===== src/rtl/imu_poll_scheduler.sv =====
// rtl/imu_poll_scheduler.sv - periodic IMU poll sequencer with coherent snapshot, watchdog and health counters
module imu_poll_scheduler #(
    parameter int PERIOD_CYCLES  = 500000,
    parameter int TIMEOUT_CYCLES = 50000
) (
    input  logic         clock,
    input  logic         reset,
    input  logic         enable,
    input  logic         clear_err,
    output logic         imu_start,
    input  logic         imu_done,
    input  logic [143:0] imu_data,
    output logic [143:0] snapshot,
    output logic         sample_valid,
    output logic         busy,
    output logic         timeout_err,
    output logic [15:0]  sample_count,
    output logic [7:0]   err_count,
    output logic [7:0]   overrun_count
);

    localparam int PW = (PERIOD_CYCLES > 1) ? $clog2(PERIOD_CYCLES) : 1;
    localparam int TW = (TIMEOUT_CYCLES > 1) ? $clog2(TIMEOUT_CYCLES) : 1;

    typedef enum logic [1:0] {
        S_IDLE  = 2'd0,
        S_START = 2'd1,
        S_WAIT  = 2'd2
    } state_t;

    state_t        state;
    state_t        state_n;
    logic [PW-1:0] period_cnt;
    logic [TW-1:0] timeout_cnt;
    logic          tick;
    logic          capture;
    logic          expire;
    logic          overrun_inc;
    logic [7:0]    err_base;
    logic [7:0]    ovr_base;

    assign tick        = enable && (period_cnt == PW'(PERIOD_CYCLES - 1));
    assign overrun_inc = tick && (state != S_IDLE);

    // The period counter free-runs through transactions so polls stay on a fixed grid.
    always_ff @(posedge clock) begin
        if (reset || !enable || tick) begin
            period_cnt <= '0;
        end else begin
            period_cnt <= period_cnt + PW'(1);
        end
    end

    always_ff @(posedge clock) begin
        if (reset) begin
            state <= S_IDLE;
        end else begin
            state <= state_n;
        end
    end

    always_comb begin
        state_n   = state;
        imu_start = 1'b0;
        busy      = 1'b0;
        capture   = 1'b0;
        expire    = 1'b0;
        case (state)
            S_IDLE: begin
                if (tick) begin
                    state_n = S_START;
                end
            end
            S_START: begin
                imu_start = 1'b1;
                busy      = 1'b1;
                state_n   = S_WAIT;
            end
            S_WAIT: begin
                busy = 1'b1;
                // A done on the expiry cycle still counts as a good capture.
                if (imu_done) begin
                    capture = 1'b1;
                    state_n = S_IDLE;
                end else if (timeout_cnt == TW'(TIMEOUT_CYCLES - 1)) begin
                    expire  = 1'b1;
                    state_n = S_IDLE;
                end
            end
            default: begin
                state_n = S_IDLE;
            end
        endcase
    end

    always_ff @(posedge clock) begin
        if (reset || state == S_START) begin
            timeout_cnt <= '0;
        end else if (state == S_WAIT && !imu_done && !expire) begin
            timeout_cnt <= timeout_cnt + TW'(1);
        end
    end

    always_ff @(posedge clock) begin
        if (reset) begin
            snapshot     <= '0;
            sample_valid <= 1'b0;
            sample_count <= '0;
        end else begin
            sample_valid <= capture;
            if (capture) begin
                snapshot     <= imu_data;
                sample_count <= sample_count + 16'd1;
            end
        end
    end

    // Clear is applied first so a coincident new event still lands in the counters.
    always_comb begin
        err_base = clear_err ? 8'd0 : err_count;
        ovr_base = clear_err ? 8'd0 : overrun_count;
    end

    always_ff @(posedge clock) begin
        if (reset) begin
            timeout_err   <= 1'b0;
            err_count     <= '0;
            overrun_count <= '0;
        end else begin
            if (expire) begin
                timeout_err <= 1'b1;
            end else if (clear_err) begin
                timeout_err <= 1'b0;
            end
            err_count     <= (expire && err_base != 8'd255) ? err_base + 8'd1 : err_base;
            overrun_count <= (overrun_inc && ovr_base != 8'd255) ? ovr_base + 8'd1 : ovr_base;
        end
    end

endmodule


===== config.mk =====
export PLATFORM = sky130hd
export DESIGN_NAME = imu_poll_scheduler
export DESIGN_NICKNAME = d
export VERILOG_FILES = /design/src/rtl/imu_poll_scheduler.sv
export SDC_FILE = /design/constraint.sdc
export NUM_CORES = 1
export LEC_CHECK = 0
export BUFFER_PORTS_ARGS = -buffer_cell sky130_fd_sc_hd__buf_2
export CAP_MARGIN = 20
export CORE_MARGIN = 2
export CORE_UTILIZATION = 40
export CTS_CLUSTER_DIAMETER = 30
export DETAILED_ROUTE_END_ITERATION = 12
export PLACE_DENSITY = 0.7
export SYNTH_ARGS = -nofsm -noshare
export SYNTH_HDL_FRONTEND = slang
export SYNTH_SLANG_ARGS = --single-unit

===== constraint.sdc =====
create_clock -name clock -period 3.7 [get_ports clock]
set_clock_uncertainty 0.15 [all_clocks]
set_input_delay 0.925 -clock clock [delete_from_list [all_inputs] [get_ports clock]]
set_output_delay 0.925 -clock clock [all_outputs]
set_load 0.01 [all_outputs]

==> results of run 1 <==
[synthesized netlist by cell type (2+ instances only)]
cell,instances,share of area [%]
nand2b_1,8,0.60
or3_1,5,0.38
nand2_1,309,14
nand3b_1,4,0.36
and4_1,8,0.84
a21oi_1,154,9.3
xor2_1,18,1.9
inv_1,12,0.54
xnor2_1,28,2.9
clkbuf_1,53,2.4
a21o_1,2,0.18
nand4_1,16,1.2
and3_1,6,0.45
dfxtp_1,215,52
nor3_1,12,0.72
mux2_1,3,0.41
and4b_1,2,0.24
nor4b_1,4,0.42
or4_1,4,0.36
o21ai_1,6,0.36
nor2b_1,7,0.53
buf_1,8,0.36
nor4_1,6,0.45
and2_1,2,0.15
nor3b_1,5,0.45
o31ai_1,2,0.18
nand3_1,29,1.7
ha_1,9,1.4
mux2i_1,6,0.72
nor2_1,61,2.7
a21boi_1,2,0.18
[flip-flops by register name, indices dropped and copies added (netlist names)]
register       cells
err_count          8
overrun_count      8
period_cnt        19
sample_count      16
sample_valid       1
snapshot         144
state              2
timeout_cnt       16
timeout_err        1
[worst max-delay path: cells and delay by family (launching register included)]
family / cells / cell delay (ns)
DFF: 1 / 0.37
adders and majority gates: 1 / 0.31
buffers and inverters: 2 / 0.24
[final timing paths]
| kind | startpoint | depth (start not counted) | to |
|---|---|---|---|
| setup / recovery | state[0] | 3 | busy |
| hold / removal | snapshot[114] | 2 | snapshot[114] |
| setup reg to reg | state[0] | 7 | timeout_cnt[15] |
| hold reg to reg | snapshot[114] | 2 | snapshot[114] |
[logic make-up after synthesis]
group	Yosys count	synth area share, %
AO/OA/AOI/OAI	170	10.5
AND/OR/NAND/NOR	499	27.2
buffers and inverters	73	3.29
flip-flops	215	51.7
adder cells (fa/ha/maj)	9	1.35
multiplexers	9	1.13
XOR/XNOR	46	4.84
[cell usage in the layout, fill, tap and decap left out, types with 3 or more instances in the layout]
cell type   instances
clkbuf_16          47
inv_1              12
clkbuf_1           11
xnor2_1            28
or3_1               5
buf_2             327
nand4_1            16
a21oi_1           154
clkinvlp_4          4
nand3b_1            4
xor2_1             18
nand2b_1            8
mux2_1              3
dfxtp_1           215
nand3_1            29
inv_6               3
buf_4               4
clkinv_2            8
ha_1                9
and3_1              6
o21ai_1             6
clkbuf_8            7
nor4_1              6
and4_1              8
nand2_1           308
nor2_1             61
bufinv_16           5
mux2i_1             6
nor3b_1             5
nor2b_1             7
nor3_1             12
nor4b_1             4
or4_1               4
[stage by stage]
stage | setup WS (ns) | instances
after floorplan | 0.993 | 1021
after global placement | 0.887 | 1564
after detailed placement | 0.815 | 1564
after CTS | 1.18 | 1649
after global routing | 1.02 | 1650
final | 1.20 | 1650
[area by class of cell]
type,instances,share of cell area [%]
clock buffer,65,11.2
tap,270,2.88
clock inverter,20,2.10
timing repair buffer,334,14.6
sequential,215,36.7
inverter,12,0.384
multi-input combinational,733,32.1
antenna,1,0.0213
[layer usage]
layer	track usage (%)	up-vias	wire, µm
met1	23.9	3649	9740
met3	7.52	74	2090
met4	9.81	4	1050
met5	0	-	23
met2	34.7	284	11300
li1	-	4048	-
[power breakdown]
group	leakage, nW	internal [mW]	switching [mW]
Combinational	2.48	0.0626	0.0678
Clock	0.759	2.80	1.25
Sequential	1.73	2.33	0.000958
==> flow_summary.toml, run 1 <==
[outcome]
status = "complete, no violations"

[timing]
rsz0062_at_grt = "false"
period_share_pct = 67.5
worst-slew-pin-transition_ns = 0.762
slew_headroom_pct = 49.2
min_period_ns = 2.50
slew_violations = 0
setup_tns_ns = 0
hold_viol = 0
fmax_mhz = 400
setup_viol = 0
fin_hold_ws_ns = 0.297

[pwr]
finalPower_mw = 6.50
power_density_nw_per_um2 = 554
ir_worst_vdd_mv = 0.513
leakage_nw = 4.97

[clocking]
cts.path.max_buffers = 3
cts_resized = 0
worstSkewPairLatency_ns = 0.52
hold_buffers = 0
cts_root_buf = "clkbuf_16"
cts_sinks = 215
numCtsBuffers = 47
postCtsSetupRepairBufs = 0
cts_tree = "built"
htree_levels = 2
path_clk_slew_ns = 0.04

[global_route]
grt_max_degree = 99
grt_pass1_wl_mm = 37.3
grt_pass1_vias = 7545
grt_util_all_layers_pct = 20.8
grt_overflow = 0
antenna_found_initial = 3

[synth]
seq_area_frac_synth_pct = 51.7
synth_edf_count = 0
syn_avg_cell_area_um2 = 8.16
syn-cell-area_um2 = 8330
synth_top_flop_cell = "dfxtp_1"
ys_types = 46
synth_seq_cells = 215
syn-num-nets = 1179
ys_warn_count = 0
async_reset_ff_share_pct = 0
netlist_instances = 1021

[worst_setup_path]
critPathMaxFanout = 3
path_cells = "inv_1, ha_1, buf_2"
worstSetupEndpointType = "output port"
start_kind = "register"
reg2reg_slack_ns = 1.21
slowest_delay_ns = 0.37
critPathKind = "reg2out"
critical_path_required_ns = 2.62
arrival_ns = 1.42
slowest_stage = "dfxtp_1"

[drt]
drc = 0
wirelength_mm = 24.2
drtPass1Iterations = 4
routedWlPerCell_um = 14.7
vias = 8059
drt_first_iter_violations = 297
final_antenna_net_count = 0
via_per_inst = 4.88

[floorplan]
start_util_pct = 40.9
die_w_um = 148
die_h_um = 148
dieArea_um2 = 22000
io_pins = 329
core_um2 = 20400
num_rows = 52

[placement]
io_buffers = 328
placed_area_um2 = 10200
dpl.hpwl_mm = 16.8
place_congestion = 0.803

[final_layout]
fillers = 1872
fin_util_pct = 57.6
seq_area_um2 = 4300
final_area_um2 = 11700
drive_gt1_share_pct = 30.1
area_growth_pct = 40.8
multiInputGateArea_um2 = 3760
nets = 1501

[worst_hold_path]
hold_class = "reg2reg"

[run]
drv_cap = 0
Power figures use the tool's default switching activity.
==> run 2: changes to the inputs <==
--- a/config.mk
+++ b/config.mk
@@ -11,7 +11,7 @@
 export CORE_UTILIZATION = 40
 export CTS_CLUSTER_DIAMETER = 30
 export DETAILED_ROUTE_END_ITERATION = 12
-export PLACE_DENSITY = 0.7
+export PLACE_DENSITY = 0.72
 export SYNTH_ARGS = -nofsm -noshare
 export SYNTH_HDL_FRONTEND = slang
 export SYNTH_SLANG_ARGS = --single-unit
==> constraint.sdc (replaced) <==
create_clock -name clock -period 2.1 [get_ports clock]
set_clock_uncertainty 0.15 [all_clocks]
set_input_delay 0.525 -clock clock [delete_from_list [all_inputs] [get_ports clock]]
set_output_delay 0.525 -clock clock [all_outputs]
set_load 0.01 [all_outputs]
==> run 2 against run 1 <==
Compared with the run above: power grew 76%; highest routed layer unchanged; die area did not move; count of clock-buffer cells in the layout decreased by 8; combinational power is 88% higher; clock power grew 75%; critical path type is now reg2reg; hold slack lost 0.20 ns.
==> flow_summary.toml, run 2 (synthesis gave the netlist of run 1 again) <==
[outcome]
status = "complete, no violations"

[clocking]
htree_levels = 2
numCtsBuffers = 44
cts_root_buf = "clkbuf_16"
cts_sinks = 215
cts_tree = "built"
path_clk_slew_ns = 0.05
hold_buffers = 0
worstSkewPairLatency_ns = 0.52
cts.path.max_buffers = 3

[timing]
setup_tns_ns = 0
slew_headroom_pct = 63.8
slew_violations = 0
fmax_mhz = 481
period_share_pct = 99.0
rsz0062_at_grt = "true"
hold_viol = 0
worst-slew-pin-transition_ns = 0.543
setup_viol = 0
min_period_ns = 2.08
setup_ws_ns = 0.0212

[floorplan]
die_h_um = 148
core_um2 = 20400
num_rows = 52
start_util_pct = 40.9
die_w_um = 148
io_pins = 329
dieArea_um2 = 22000

[worst_setup_path]
start_kind = "register"
reg2regPathDepth = 5
arrival_ns = 2.38
critical_path_required_ns = 2.40
critPathKind = "reg2reg"
critPathMaxFanout = 6
worstSetupEndpointType = "register"

[final_layout]
largest-register = "snapshot"
layout_common_cells = "buf_2 (327), nand2_1 (308), dfxtp_1 (212)"
area_growth_pct = 44.9
nets = 1533
drive_gt1_share_pct = 32.9
reg_top3 = "snapshot: 144 flops, period_cnt: 19 flops"
layout_commonest_cell = "buf_2"
final_area_um2 = 12100
antenna_cells = 0
fillers = 1790
fin_util_pct = 59.3
largest_reg_flops = 144

[worst_hold_path]
hold_class = "in2reg"
holdPathStages = 3

[global_route]
grt_overflow = 0
grt_busiest_layer = "met2"
grt_util_all_layers_pct = 21.6
met1_usage_pct = 25.9
met3_usage_pct = 6.17
grt.met2_usage_pct = 37.0
grt_pass1_vias = 7830
grt_max_degree = 83
grt_pass1_wl_mm = 38.9
antenna_found_initial = 1

[placement]
dpl.hpwl_mm = 17.3
place_congestion = 0.868
io_buffers = 328
pre_cts_ws_ns = -0.127
placed_area_um2 = 10500

[drt]
drtPass1Iterations = 4
routedWlPerCell_um = 14.8
vias = 8220
wirelength_mm = 24.8
drc = 0
final_antenna_net_count = 0
drt_first_iter_violations = 379
via_per_inst = 4.90

[pwr]
leakage_nw = 5.15
power_density_nw_per_um2 = 947
finalPower_mw = 11.4
ir_worst_vdd_mv = 0.683

[run]
drv_cap = 0
[run 2: cell count changes in the layout (fill, tap and decap cells not counted), moves of 3 or more]
cell	change
dfxtp_1	-3
buf_4	+32
clkinvlp_4	+3
buf_12	+3
dfxtp_2	+3
clkbuf_1	-5
[run 2: per-stage QoR]
step / hold slack [ns] / std cells
global placement: 0.288 / 1598
finish: 0.0979 / 1679
CTS: 0.0759 / 1679
global route: 0.0833 / 1679
detailed placement: 0.293 / 1598
floorplan: 0.280 / 1021
[run 2: power by group]
| group | switching [mW] | internal (mW) |
|---|---|---|
| combinational | 0.123 | 0.121 |
| clock | 2.20 | 4.90 |
| sequential | 0.00157 | 4.09 |
[run 2: final cells by class]
cell class                      instances  area (µm²)  area share [%]
Tap cell                              270         338            2.80
Multi-Input combinational cell        733        3810            31.6
Inverter                               12        45.0           0.373
Sequential cell                       215        4310            35.7
Timing Repair Buffer                  369        2020            16.7
Clock inverter                         23         305            2.53
Clock buffer                           57        1240            10.3
[run 2: repair_timing]
action / 4_1_cts / 5_1_grt
setup endpoints to repair: 3 / 19
buffers inserted: 1 / 0
pin swaps: 0 / 2
resized for setup: 1 / 11
[run 2: path summary, 6_finish.rpt]
check,endpoint,from,slack (ns)
setup / recovery,overrun_count[4],period_cnt[11],0.02
hold / removal,snapshot[106],imu_data[106],0.1
setup reg to reg,overrun_count[4],period_cnt[11],0.02
hold reg to reg,snapshot[101],snapshot[101],0.30
[run 2: layer usage]
layer | part of all wire [%] | routed length (µm) | vias to the layer above
met5 | 0.044 | 11 | -
met3 | 7.7 | 1910 | 53
met1 | 41 | 10100 | 3773
met2 | 49 | 12100 | 283
met4 | 2.9 | 726 | 2
li1 | - | - | 4109
[run 2: worst max-delay path, stage by stage (launching register included)]
cell	delay (ns)
dfxtp_1	0.31
or4b_4	0.54
nor3_4	0.17
nand4b_4	0.16
or4_1	0.52
a21boi_1	0.16
